$ cat src/rtl/reorder_buffer.sv
// Purpose: circular in-order reorder buffer between issue/CDB and the write-results stage.
// Latency: CDB write to head valid_out is 1 cycle (0 cycles with ROB_BYPASS_EN); ready alloc at empty is 1 cycle.
// Backpressure: full refuses allocation (pre-edge count); head only leaves on RE_in while valid_out is high.
//
// Ports:
//   clk, rst_n                 clock, asynchronous active-low reset
//   flush                      synchronous clear of every entry; wins over all other activity
//   alloc_valid/opcode/dest/ready  allocation request; alloc_ready marks an entry that needs no CDB result
//   alloc_tag                  index the next allocation receives (current tail)
//   full, empty                occupancy flags derived from count
//   cdb_valid/tag/value        result broadcast; only lands in a busy entry
//   valid_out, opcode_out, dest_out, value_out  head entry presented to write_results
//   RE_in                      retire the head entry (honoured only while valid_out)
//
// Optional feature macro: ROB_BYPASS_EN forwards a CDB result aimed at the head straight to
// valid_out/value_out in the same cycle.

module reorder_buffer #(
    parameter int data_width   = 16,
    parameter int tag_width    = 3,
    parameter int opcode_width = 4,
    parameter int reg_width    = 3
) (
    input  logic                    clk,
    input  logic                    rst_n,
    input  logic                    flush,

    input  logic                    alloc_valid,
    input  logic [opcode_width-1:0] alloc_opcode,
    input  logic [reg_width-1:0]    alloc_dest,
    input  logic                    alloc_ready,
    output logic [tag_width-1:0]    alloc_tag,
    output logic                    full,
    output logic                    empty,

    input  logic                    cdb_valid,
    input  logic [tag_width-1:0]    cdb_tag,
    input  logic [data_width-1:0]   cdb_value,

    output logic                    valid_out,
    output logic [opcode_width-1:0] opcode_out,
    output logic [reg_width-1:0]    dest_out,
    output logic [data_width-1:0]   value_out,
    input  logic                    RE_in
);

    localparam int DEPTH = 1 << tag_width;
    // count is one bit wider than a tag so that DEPTH itself is representable.
    localparam logic [tag_width:0] FULL_COUNT = {1'b1, {tag_width{1'b0}}};

    // Per-entry state.
    logic [DEPTH-1:0]        busy;
    logic [DEPTH-1:0]        ready;
    logic [opcode_width-1:0] opcode_q [DEPTH];
    logic [reg_width-1:0]    dest_q   [DEPTH];
    logic [data_width-1:0]   value_q  [DEPTH];

    logic [tag_width-1:0]    head;
    logic [tag_width-1:0]    tail;
    logic [tag_width:0]      count;

    logic                    alloc_fire;
    logic                    wb_fire;
    logic                    retire_fire;
    logic                    head_bypass;

    assign full      = (count == FULL_COUNT);
    assign empty     = (count == '0);
    assign alloc_tag = tail;

`ifdef ROB_BYPASS_EN
    // CDB result for the head can be consumed in the same cycle it is broadcast.
    assign head_bypass = cdb_valid && (cdb_tag == head) && busy[head];
`else
    assign head_bypass = 1'b0;
`endif

    always_comb begin
        valid_out  = busy[head] && (ready[head] || head_bypass);
        opcode_out = opcode_q[head];
        dest_out   = dest_q[head];
        value_out  = head_bypass ? cdb_value : value_q[head];
    end

    // Full is judged on the pre-edge count, so a retire in the same cycle does not
    // open a slot for this cycle's allocation.
    assign alloc_fire  = alloc_valid && !full;
    assign retire_fire = RE_in && valid_out;
    // A bypassed result that retires immediately has nowhere left to be written.
    assign wb_fire     = cdb_valid && busy[cdb_tag] && !(head_bypass && retire_fire);

    always_ff @(posedge clk or negedge rst_n) begin
        if (!rst_n) begin
            busy  <= '0;
            ready <= '0;
            head  <= '0;
            tail  <= '0;
            count <= '0;
            for (int i = 0; i < DEPTH; i++) begin
                opcode_q[i] <= '0;
                dest_q[i]   <= '0;
                value_q[i]  <= '0;
            end
        end else if (flush) begin
            busy  <= '0;
            ready <= '0;
            head  <= '0;
            tail  <= '0;
            count <= '0;
        end else begin
            if (wb_fire) begin
                value_q[cdb_tag] <= cdb_value;
                ready[cdb_tag]   <= 1'b1;
            end

            // The tail slot is never busy when allocation is allowed, so it cannot
            // collide with a writeback or retire of a live entry.
            if (alloc_fire) begin
                busy[tail]     <= 1'b1;
                ready[tail]    <= alloc_ready;
                opcode_q[tail] <= alloc_opcode;
                dest_q[tail]   <= alloc_dest;
                value_q[tail]  <= '0;
                tail           <= tail + 1'b1;
            end

            // Placed last so that freeing the head wins over a late CDB write to it.
            if (retire_fire) begin
                busy[head]  <= 1'b0;
                ready[head] <= 1'b0;
                head        <= head + 1'b1;
            end

            case ({alloc_fire, retire_fire})
                2'b10:   count <= count + 1'b1;
                2'b01:   count <= count - 1'b1;
                default: count <= count;
            endcase
        end
    end

endmodule
$ cat config.mk
export PLATFORM = sky130hd
export DESIGN_NAME = reorder_buffer
export DESIGN_NICKNAME = d
export VERILOG_FILES = /design/src/rtl/reorder_buffer.sv
export SDC_FILE = /design/constraint.sdc
export NUM_CORES = 1
export LEC_CHECK = 0
export BUFFER_PORTS_ARGS = -buffer_cell sky130_fd_sc_hd__buf_4
export CAP_MARGIN = 20
export CORE_MARGIN = 2
export CORE_UTILIZATION = 60
export DETAILED_ROUTE_END_ITERATION = 16
export GPL_TIMING_DRIVEN = 0
export PLACE_DENSITY = 0.79
export SLEW_MARGIN = 25
export SYNTH_ARGS = -nofsm -noshare
export SYNTH_HDL_FRONTEND = slang
export SYNTH_SLANG_ARGS = --single-unit
$ cat constraint.sdc
create_clock -name clk -period 7.1 [get_ports clk]
set_input_delay 0.355 -clock clk [delete_from_list [all_inputs] [get_ports clk]]
set_output_delay 0.355 -clock clk [all_outputs]
set_load 0.1 [all_outputs]
==> implementation parameters <==
Parameter                              Value

Status
  Result of the run ... finished, final reports clean

Power
  Register share of total power ... 45.2%
  Power density over the cells ... roughly 260 mW/mm^2
  Net load switching power ... 0.000743 W
  Clock Power Share ... 43.5%
  Relative contribution of combinational cells to total power ... roughly 11%
  Internal power ... ~0.0021 W
  Design Power ... between 0.002 and 0.003 W
  Worst vdd rail ir drop ... 0.284 mV
  Net switching share of the total power ... 26.0%
  Static Leak ... 4.99 nW

Synthesis
  Top cells by count, synth ... dfrtp_1 (210), a22o_1 (128), a22oi_1 (96)
  Sequential fraction of the synthesis area ... 56.1%
  Most instantiated library cell after synthesis ... dfrtp_1
  Synthesized netlist net count ... roughly 800
  Syn. warnings ... 0
  Proportion of netlist area held by the largest area contributor ... a little under three fifths
  Cell accounting for the most synthesized area ... dfrtp_1
  Main area contributors after synthesis ... dfrtp_1 (56%), a22o_1 (12%), a22oi_1 (7.7%), mux2_2 (6.7%), nand4_1 (1.7%)
  Post-synth design cell area ... about 0.0094 sq mm
  Post-synth EDFFs ... 0
  Top FF cell, synth ... dfrtp_1
  Cells after Synth ... 756
  Ys async rst share ... between 90% and 100%
  Flops & latches, synth ... between 200 and 250
  Number of distinct library cell variants in the gate-level netlist after synthesis ... 59
  Average instance area after synthesis ... 12.4 sq um

Global route
  Largest net degree at the start of global routing ... 85
  Aggregate global-route resource usage ... about a third
  Number of global-route vias before repair ... around 7700
  Global-route wire length before repair ... 44.0 mm
  Remaining Overflow, GRT ... 0
  Antenna violations before repair ... 0

Routing
  Vias per cell ... 7.22
  Per-cell routed wire length ... 27.2 um
  Remaining antenna violation count ... 0
  DRC violations left ... 0
  DRC violation total after the first TritonRoute iteration ... 752
  Final routed wirelength across all metal layers ... 28.1 mm
  Vias after detailed routing ... 7447
  Detailed-router iteration count before antenna repair ... 5

Worst setup path
  Cell with the most instances on the worst path ... clkbuf_1
  Data arrival time at the worst-slack endpoint ... 3.63 ns
  Slowest library cell on the worst path ... clkbuf_1
  WP data required ... 6.74 ns
  CP bufs+invs ... 3
  Logic depth of the worst setup path including buffers ... 6
  Nature of the critical path startpoint ... flop
  Largest fanout on the critical path ... 10
  Crit. End Element ... output pin
  Dominant delay contributor by cell family on the critical path ... buffers and inverters
  Stage delay of the slowest cell on the critical path ... 0.78 ns
  Worst-case reg-to-reg path depth ... 10
  Category of the critical setup timing path ... reg -> out
  Cell-by-cell trace of the critical path ... clkbuf_1 -> nor3b_2 -> clkbuf_1 -> a22oi_1 -> nand4_1 -> buf_4

Floorplanning
  Overall die height ... about 130 um
  Boundary Pins ... 62
  Effective utilization at floorplan ... 61.6%
  Die width ... approximately 130 um
  Floorplan row count ... 45
  Core Region ... roughly 0.015 sq mm
  Die Area ... 0.0166 sq mm

Final layout
  Register Area ... 0.00526 sq mm
  Area Growth Syn to Fin ... 15.6%
  Final Core Density ... 71.2%
  Number of diodes ... 0
  FILL cells ... approximately 1100
  Post-layout nets ... approximately 860
  Area used by multi-input combinational logic ... 0.00383 sq mm
  Share of post-route cells with drive strength above 1 ... between 20 and 25%

Timing
  Slew @ Worst Pin ... 0.969 ns
  Fmax ... 251 MHz
  Number of endpoints failing setup at the final stage ... 0
  Final critical-path share of the clock period ... 56.1%
  Worst slew margin relative to its limit ... 35.4%
  RSZ-0062 raised after global routing ... no
  Clock period minus worst slack ... 3.98 ns
  Number of failing hold endpoints at the final stage ... 0
  Max-slew violation count ... 0
  Final TNS setup ... 0 ns
  Final Skew ... 0.0123 ns

CTS
  Level count of the clock H-tree ... 1
  CTS root buf ... clkbuf_16
  Clock tree from TritonCTS ... built
  Worst-skew pair later-pin latency ... about 0.51 ns
  Number of setup buffers added after CTS ... 0
  Maximum count of clock buffers along a single path ... 3
  Inserted Clock Buffers ... 22
  Clock transition at the registers of the reported paths ... 0.06 ns
  Post-cts gate resize count ... 0
  Clock sink count ... 210

Placement
  Port-buffer cells ... 44
  Routability congestion estimate ... 0.930
  Estimated wirelength of the detail-placed design ... roughly 18 mm

Hold path
  Type of the worst min-delay path ... in -> reg
  Number of cells on the worst hold path ... 2

Job
  # Max-Cap Violations ... 0
[through the flow]
step / setup slack, ns / hold slack (ns) / instance area, sq um / cells
floorplan: 3.38 / 0.0594 / 9360 / 756
global placement: 3.46 / 0.483 / 9930 / 988
detailed placement: 3.73 / 0.315 / 10000 / 990
CTS: 3.23 / 0.128 / 10800 / 1031
global route: 3.05 / 0.135 / 10800 / 1031
finish: 3.12 / 0.135 / 10800 / 1031
[kinds of logic after synthesis]
logic type / share of synthesized area [%]
multiplexers: 7.43
AND/OR/NAND/NOR: 8.95
buffers and inverters: 3.15
adder cells (fa/ha/maj): 0.534
flip-flops: 56.1
XOR/XNOR: 0.281
AO/OA/AOI/OAI: 23.5
[worst register-to-register path: stages (launching register included)]
cell and delay, ns:
dfrtp_1 0.51, clkbuf_1 0.44, mux4_2 0.43, o2111a_1 0.23
o21ai_2 0.26, inv_2 0.09, ha_1 0.35, a31oi_1 0.10
or4_4 0.43, a21boi_1 0.16, nor3b_2 0.06
[cells in the final DEF (no fill, tap or decap), drive strengths merged, types with 4 or more instances in the layout]
cell | netlist | final
clkinv | 0 | 4
buf | 30 | 76
nand3 | 14 | 14
nand4 | 26 | 26
nor3b | 10 | 10
nor2 | 13 | 13
a22oi | 96 | 96
mux2 | 56 | 56
nand2 | 30 | 30
a21oi | 16 | 16
a22o | 128 | 128
nor3 | 8 | 8
dfrtp | 210 | 210
clkbuf | 33 | 64
inv | 6 | 6
a211oi | 6 | 6
o21ai | 11 | 11
ha | 4 | 4
a21o | 4 | 4
nor2b | 6 | 6
nand3b | 7 | 7
[final timing paths]
kind / from / to / slack [ns]
min in group asynchronous: rst_n / count[0]$_DFFE_PN0P_ / 0.37
min: alloc_opcode[3] / opcode_q[15]$_DFFE_PN0P_ / 0.13
max in group asynchronous: rst_n / value_q[109]$_DFFE_PN0N_ / 5.95
max: head[1]$_DFFE_PN0P_ / value_out[10] / 3.12
max reg2reg: head[1]$_DFFE_PN0P_ / count[3]$_DFFE_PN0P_ / 3.90
min reg2reg: value_q[119]$_DFFE_PN0N_ / value_q[119]$_DFFE_PN0N_ / 0.50
[cell type report]
class,instances,share of cell area [%]
Timing Repair Buffer,47,3.72
Tap cell,188,2.17
Buffer,63,2.52
Clock inverter,9,1.26
Multi-Input combinational cell,477,35.4
Clock buffer,31,6.14
Inverter,6,0.208
Sequential cell,210,48.6
[layer usage]
layer	global-route usage, %	wire length [um]	vias to the layer above
met3	8.27	2610	109
met2	54.2	12900	459
met5	0	0	-
met1	48.6	11400	3780
li1	-	-	3099
met4	14.5	1160	0
[sequential cells by signal, summed over array words and instances, names as in the netlist]
register and count:
opcode_q 32, value_q 128, busy 8, ready 8
alloc_tag 3, dest_q 24, head 3, count 4
[power by group through the flow]
stage | clock network (W) | logic (W) | registers (W)
2_1_floorplan | 0 | 0.000220 | 0.00131
3_3_place_gp | 0 | 0.000307 | 0.00131
3_5_place_dp | 0 | 0.000321 | 0.00131
4_1_cts | 0.00125 | 0.000323 | 0.00129
5_1_grt | 0.00130 | 0.000345 | 0.00130
6_report | 0.00124 | 0.000323 | 0.00129
[what timing repair did]
action,4_1_cts,5_1_grt
setup endpoints to repair,0,0
endpoints found under the hold margin,55,0
hold buffers,1,0
(Power assumes the default switching activity.)
